File: src/rtl/pipe_pkg.sv
// -----------------------------------------------------------------------------
// pipe_pkg
// Shared definitions for the pipeline hazard controller.
//   sb_entry_t  : one shadow-scoreboard entry for an in-flight instruction
//   ST_RUN / ST_WAIT_MEM : controller state encoding (1 bit)
//   REG_ZERO    : architectural zero register, never a real producer
// -----------------------------------------------------------------------------
package pipe_pkg;

  typedef struct packed {
    logic       valid;
    logic [4:0] dest;
    logic       regwrite;
    logic       memread;
    logic       memop;      // load or store: may hold the pipe on dmem_ready
  } sb_entry_t;

  localparam logic [0:0] ST_RUN      = 1'b0;
  localparam logic [0:0] ST_WAIT_MEM = 1'b1;

  localparam logic [4:0] REG_ZERO = 5'd0;

  localparam sb_entry_t SB_EMPTY = '{valid: 1'b0, dest: 5'd0, regwrite: 1'b0,
                                     memread: 1'b0, memop: 1'b0};

endpackage

File: src/rtl/hazard_cmp.sv
// -----------------------------------------------------------------------------
// hazard_cmp
// Combinational RAW comparator of one scoreboard entry against the sources of
// the instruction currently in ID.
// Ports:
//   valid, dest, regwrite, memread : fields of the scoreboard entry
//   load_only                      : 1 = only a load producer counts
//   id_rs, id_rt, id_use_rs, id_use_rt : sources of the ID instruction
//   raw_match                      : the ID instruction must wait on this entry
// -----------------------------------------------------------------------------
module hazard_cmp
  import pipe_pkg::*;
(
  input  logic       valid,
  input  logic [4:0] dest,
  input  logic       regwrite,
  input  logic       memread,
  input  logic       load_only,
  input  logic [4:0] id_rs,
  input  logic [4:0] id_rt,
  input  logic       id_use_rs,
  input  logic       id_use_rt,
  output logic       raw_match
);

  // Producer qualification, then source-register compare.
  always_comb begin
    raw_match = 1'b0;
    if (valid && regwrite && (dest != REG_ZERO) && (!load_only || memread)) begin
      raw_match = (id_use_rs && (dest == id_rs)) || (id_use_rt && (dest == id_rt));
    end else begin
      raw_match = 1'b0;
    end
  end

endmodule

File: src/rtl/pipe_hazard_ctrl.sv
// -----------------------------------------------------------------------------
// pipe_hazard_ctrl
// Sequencing controller for the IF/ID, ID/EXE, EXE/MEM and MEM/WB latches.
// Tracks instructions in EXE and MEM and derives latch enables and
// bubble/flush controls for RAW hazards, taken branches and memory waits.
// Ports:
//   clk, rst            : clock, synchronous active-high reset
//   id_*                : decoded fields of the instruction in ID
//   mem_branch_taken    : branch in EXE/MEM resolved taken
//   dmem_ready          : data memory completes its access this cycle
//   pc_en, *_en         : PC / latch load enables
//   ifid_flush, *_bubble: latch loads a NOP instead of its input
//   state               : 0 = RUN, 1 = WAIT_MEM
//   stall_cnt, flush_cnt: saturating event counters
//   err_timeout         : sticky, set after MEM_TIMEOUT consecutive wait cycles
// The WB stage is not tracked: a WB producer never causes a hazard because the
// register file writes before it reads, so such an entry would have no reader.
// -----------------------------------------------------------------------------
module pipe_hazard_ctrl
  import pipe_pkg::*;
#(
  parameter bit FORWARDING  = 1'b0,
  parameter int MEM_TIMEOUT = 64,
  parameter int CNT_W       = 16
) (
  input  logic             clk,
  input  logic             rst,
  input  logic             id_valid,
  input  logic [4:0]       id_rs,
  input  logic [4:0]       id_rt,
  input  logic             id_use_rs,
  input  logic             id_use_rt,
  input  logic [4:0]       id_dest,
  input  logic             id_regwrite,
  input  logic             id_memread,
  input  logic             id_memwrite,
  input  logic             mem_branch_taken,
  input  logic             dmem_ready,
  output logic             pc_en,
  output logic             ifid_en,
  output logic             idexe_en,
  output logic             exemem_en,
  output logic             memwb_en,
  output logic             ifid_flush,
  output logic             idexe_bubble,
  output logic             exemem_bubble,
  output logic             memwb_bubble,
  output logic             state,
  output logic [CNT_W-1:0] stall_cnt,
  output logic [CNT_W-1:0] flush_cnt,
  output logic             err_timeout
);

  localparam int                WAIT_W   = $clog2(MEM_TIMEOUT + 1);
  localparam logic [WAIT_W-1:0] WAIT_MAX = WAIT_W'(MEM_TIMEOUT);

  sb_entry_t sb_ex_q, sb_ex_d, sb_mem_q, sb_mem_d, id_entry;
  logic [0:0]        state_q, state_d;
  logic [WAIT_W-1:0] wait_cnt_q, wait_cnt_d;
  logic [CNT_W-1:0]  stall_cnt_q, stall_cnt_d, flush_cnt_q, flush_cnt_d;
  logic              err_q, err_d;
  logic              ex_match, mem_match, mem_wait, branch, raw_stall;

  // EX: with forwarding only a load in EX forces a stall.
  hazard_cmp u_cmp_ex (
    .valid(sb_ex_q.valid), .dest(sb_ex_q.dest), .regwrite(sb_ex_q.regwrite),
    .memread(sb_ex_q.memread), .load_only(FORWARDING),
    .id_rs(id_rs), .id_rt(id_rt), .id_use_rs(id_use_rs), .id_use_rt(id_use_rt),
    .raw_match(ex_match)
  );

  // MEM: only relevant without forwarding (gated below).
  hazard_cmp u_cmp_mem (
    .valid(sb_mem_q.valid), .dest(sb_mem_q.dest), .regwrite(sb_mem_q.regwrite),
    .memread(sb_mem_q.memread), .load_only(1'b0),
    .id_rs(id_rs), .id_rt(id_rt), .id_use_rs(id_use_rs), .id_use_rt(id_use_rt),
    .raw_match(mem_match)
  );

  // Prioritised control outputs and next-state of scoreboard, FSM and counters.
  always_comb begin
    id_entry = '{valid: id_valid, dest: id_dest, regwrite: id_regwrite,
                 memread: id_memread, memop: id_memread | id_memwrite};
    mem_wait  = sb_mem_q.valid && sb_mem_q.memop && !dmem_ready;
    branch    = mem_branch_taken && sb_mem_q.valid;
    raw_stall = ex_match || (!FORWARDING && mem_match);

    pc_en = 1'b1; ifid_en = 1'b1; idexe_en = 1'b1; exemem_en = 1'b1; memwb_en = 1'b1;
    ifid_flush = 1'b0; idexe_bubble = 1'b0; exemem_bubble = 1'b0; memwb_bubble = 1'b0;
    sb_ex_d     = id_entry;
    sb_mem_d    = sb_ex_q;
    state_d     = ST_RUN;
    wait_cnt_d  = '0;
    stall_cnt_d = stall_cnt_q;
    flush_cnt_d = flush_cnt_q;
    err_d       = err_q;

    if (rst) begin
      pc_en = 1'b0; ifid_en = 1'b0; idexe_en = 1'b0; exemem_en = 1'b0; memwb_en = 1'b0;
      ifid_flush = 1'b1; idexe_bubble = 1'b1; exemem_bubble = 1'b1; memwb_bubble = 1'b1;
      sb_ex_d     = SB_EMPTY;
      sb_mem_d    = SB_EMPTY;
      stall_cnt_d = '0;
      flush_cnt_d = '0;
      err_d       = 1'b0;
    end else if (mem_wait) begin
      // Freeze everything upstream; only WB drains, receiving a NOP.
      pc_en = 1'b0; ifid_en = 1'b0; idexe_en = 1'b0; exemem_en = 1'b0;
      memwb_bubble = 1'b1;
      sb_ex_d    = sb_ex_q;
      sb_mem_d   = sb_mem_q;
      state_d    = ST_WAIT_MEM;
      wait_cnt_d = (wait_cnt_q == WAIT_MAX) ? wait_cnt_q : wait_cnt_q + WAIT_W'(1'b1);
      if (wait_cnt_d == WAIT_MAX) begin
        err_d = 1'b1;
      end else begin
        err_d = err_q;
      end
    end else if (branch) begin
      // Wrong-path instructions in IF, ID and EXE are squashed; any RAW stall is moot.
      ifid_flush = 1'b1; idexe_bubble = 1'b1; exemem_bubble = 1'b1;
      sb_ex_d     = SB_EMPTY;
      sb_mem_d    = SB_EMPTY;
      flush_cnt_d = (flush_cnt_q == '1) ? flush_cnt_q : flush_cnt_q + CNT_W'(1'b1);
    end else if (raw_stall) begin
      // Hold PC and IF/ID, inject a bubble into EXE, let older work proceed.
      pc_en = 1'b0; ifid_en = 1'b0;
      idexe_bubble = 1'b1;
      sb_ex_d     = SB_EMPTY;
      stall_cnt_d = (stall_cnt_q == '1) ? stall_cnt_q : stall_cnt_q + CNT_W'(1'b1);
    end else begin
      sb_ex_d = id_entry;
    end
  end

  // State registers with synchronous reset.
  always_ff @(posedge clk) begin
    if (rst) begin
      sb_ex_q     <= SB_EMPTY;
      sb_mem_q    <= SB_EMPTY;
      state_q     <= ST_RUN;
      wait_cnt_q  <= '0;
      stall_cnt_q <= '0;
      flush_cnt_q <= '0;
      err_q       <= 1'b0;
    end else begin
      sb_ex_q     <= sb_ex_d;
      sb_mem_q    <= sb_mem_d;
      state_q     <= state_d;
      wait_cnt_q  <= wait_cnt_d;
      stall_cnt_q <= stall_cnt_d;
      flush_cnt_q <= flush_cnt_d;
      err_q       <= err_d;
    end
  end

  assign state       = state_q[0];
  assign stall_cnt   = stall_cnt_q;
  assign flush_cnt   = flush_cnt_q;
  assign err_timeout = err_q;

endmodule
File: config.mk
export PLATFORM = sky130hd
export DESIGN_NAME = pipe_hazard_ctrl
export DESIGN_NICKNAME = d
export VERILOG_FILES = /design/src/rtl/pipe_pkg.sv /design/src/rtl/hazard_cmp.sv /design/src/rtl/pipe_hazard_ctrl.sv
export SDC_FILE = /design/constraint.sdc
export NUM_CORES = 1
export LEC_CHECK = 0
export ABC_AREA = 1
export BUFFER_PORTS_ARGS = -buffer_cell sky130_fd_sc_hd__buf_2
export CORE_AREA = 3 3 84 86
export CTS_CLUSTER_SIZE = 40
export DETAILED_ROUTE_END_ITERATION = 10
export DIE_AREA = 0 0 87 89
export PLACE_DENSITY = 0.76
export SLEW_MARGIN = 20
export SYNTH_ARGS = -nofsm -noshare
export SYNTH_HDL_FRONTEND = slang
export SYNTH_SLANG_ARGS = --single-unit
File: constraint.sdc
create_clock -name clk -period 1.8 [get_ports clk]
set_input_delay 0 -clock clk [delete_from_list [all_inputs] [get_ports clk]]
set_output_delay 0 -clock clk [all_outputs]
set_load 0.01 [all_outputs]
==> run metrics <==
status finished clean; Post-Syn Instances 542; startpoint types register; Post-synth EDFFs 0; Tmin final 1.72 ns; PwrDens 662 mW/mm²; syn nets 571; Wirelength per Cell 12.1 µm; fraction of registers with async set/reset 0%; DIE AREA 0.00774 mm²; H-tree depth 3; CTS tree done; Worst-path clk slew 0.06 ns; Mapped Area 0.00336 mm²; I/O Buffers 67; Final setup viols 0; synthesis-to-layout area growth 24.0%; drt first pass iters 6; clock latency on the worst-skew pair 0.34 ns; final non-filler cell total 707; CTS sink count 57; RSZ-0062 raised after global routing yes; endpoint type of the worst setup path primary output; Fin. Hold Viols 0; largest net degree at the start of global routing 34; GRT Residual Overflow 0; FP Rows 29; Slew Viols, Final 0; leakage 0.00202 µW; critical path launch point sb_ex_q[7]; vias post-DR 3647; register area share after synthesis 34.0%; placed cells 680; Setup TNS 0 ns; kind of critical path reg2out; Placement Cell Area 0.00378 mm²; Final Cell Area 0.00416 mm²; Syn Area/Cell 6.19 µm²; final RePlAce weighted congestion 0.876; Root Buffer clkbuf_8; post-route ant nets 0; Unique masters post-synth 34; DRC 0; initial cell density of the core 52.9%; crit path to idexe_bubble; fraction of layout cells with a size suffix above 1 21.9%; R2R Path End flush_cnt[9]; total routed wirelength 8560 µm; vias in the first global route 3310; Max Clk Rate 582 MHz; Max Cap Violations 0; top_reg_cell synth dfxtp_1; diode count 0; Via density 5.16; CP arrival 1.72 ns; Core Util, Final 65.6%; register bit count reported by yosys 57; Ys Warns 0; worst r2r src flush_cnt[1]; Setup Skew 0.00928 ns; first-pass GRT wire length 14200 µm; CTS buffer count 9; period utilisation layout 95.5%; Die Y 89 µm; die width 87 µm; initial antenna violation count 0; Max rail drop VDD 0.441 mV; clk buf depth 2; max_slew headroom 66.3%; DP HPWL 6090 µm; worst-margin pin slew 0.505 ns; largest fanout on the critical path 4; I/O pin count 68; gr usage total 22.7%; hold slack 0.0366 ns; Iteration-0 DRC Markers 208; FF-to-FF setup slack 0.12 ns; Worst EP required 1.80 ns; worst hold path type in2reg; core area 0.00635 mm²; nets@finish 655; worst-case reg-to-reg path depth 10
-- registers in the layout, summed over array words and instances (netlist names) --
| signal | count |
|---|---|
| wait_cnt_q | 7 |
| sb_ex_q | 8 |
| flush_cnt | 16 |
| state | 1 |
| err_timeout | 1 |
| sb_mem_q | 8 |
| stall_cnt | 16 |
-- layout by cell type, fill, tap and decap left out, types with 10 or more instances in the layout --
master    netlist  final
clkbuf_8        0     11
a21oi_1        13     13
dfxtp_2         0     11
inv_1          84     84
nand2_1       146    145
o21ai_0        16     15
nand3_1        47     47
nand4_1        25     25
dfxtp_1        57     46
inv_2          11     10
buf_4           4     11
buf_2           4     67
nor2_1         79     75
-- metrics by stage --
step | setup WS (ns) | total power, µW
final | 0.0818 | 2760
after global routing | -0.0342 | 2860
after CTS | 0.0296 | 2760
after detailed placement | 0.0629 | 1550
after global placement | 0.125 | 1540
after floorplan | 0.217 | 1470
-- Yosys cell counts, types with 2 or more instances --
cell type | n | area (µm²)
nand2_1 | 146 | 548
inv_1 | 84 | 315
nor2_1 | 79 | 297
dfxtp_1 | 57 | 1140
nand3_1 | 47 | 235
nand4_1 | 25 | 156
o21ai_0 | 16 | 80.1
a21oi_1 | 13 | 65.1
inv_2 | 11 | 41.3
nor3_1 | 7 | 35.0
xor2_1 | 6 | 52.6
o32ai_1 | 5 | 43.8
buf_2 | 4 | 20.0
buf_4 | 4 | 30.0
ha_1 | 4 | 50.1
nor2_2 | 4 | 25.0
and3_1 | 3 | 18.8
buf_1 | 3 | 11.3
buf_6 | 3 | 33.8
clkbuf_1 | 3 | 11.3
nand2_2 | 3 | 18.8
o21bai_1 | 2 | 15.0
or2_2 | 2 | 12.5
-- worst min path at each step --
stage / start / endpoint / slack, ns / cells after the start
floorplan: rst / state / 0.08 / 1
global placement: id_dest[4] / sb_ex_q[7] / 0.23 / 3
detailed placement: id_valid / sb_ex_q[8] / 0.23 / 3
CTS: dmem_ready / state / 0.008 / 4
global route: dmem_ready / state / 0.03 / 4
finish: dmem_ready / state / 0.04 / 4
-- cell families (layout without fill, tap and decap cells) --
| family | Yosys count | in the layout | share of synthesized area [%] |
|---|---|---|---|
| compound gates | 41 | 41 | 7.31 |
| xor+xnor | 6 | 6 | 1.57 |
| fa+ha+maj | 4 | 4 | 1.49 |
| buf+inv | 112 | 200 | 13.8 |
| flops | 57 | 57 | 34.0 |
| simple gates | 322 | 322 | 41.9 |
-- area by class of cell --
type,instances,area [µm²]
fillers,582,2190
multi-input cells,373,1810
repair buffers,90,551
well taps,77,96.3
clock buffers,12,155
clock inverters,3,40.0
inverters,95,359
flip-flops and latches,57,1150
-- layer usage --
metal	wire length (µm)	global-route usage, %
met3	611	4.88
met4	103	9.07
met2	4060	38.1
met5	0	0
met1	3790	28.5
-- report_power, final --
| group | internal [µW] | switching [µW] | total [µW] |
|---|---|---|---|
| combinational | 102 | 145 | 247 |
| clock | 703 | 502 | 1210 |
| sequential | 1290 | 19.2 | 1300 |
| total | 2090 | 666 | 2760 |
-- critical path: stages (launching register included) --
cell	delay, ns
dfxtp_2	0.36
inv_2	0.06
nand2_1	0.05
nand2_1	0.07
nor2_2	0.13
nand3_1	0.08
nand2_1	0.11
nand2_2	0.09
nand2_4	0.10
nor2_4	0.05
o21ai_2	0.14
buf_2	0.15
-- timing repair --
action | in CTS | in global routing
setup buffers | 1 | 2
hold buffers | 9 | 0
pin swaps | 1 | 4
endpoints found under the hold margin | 8 | 0
resized for setup | 5 | 23
endpoints found under the setup margin | 4 | 30
Note: power is estimated with default switching activity, not from simulation.
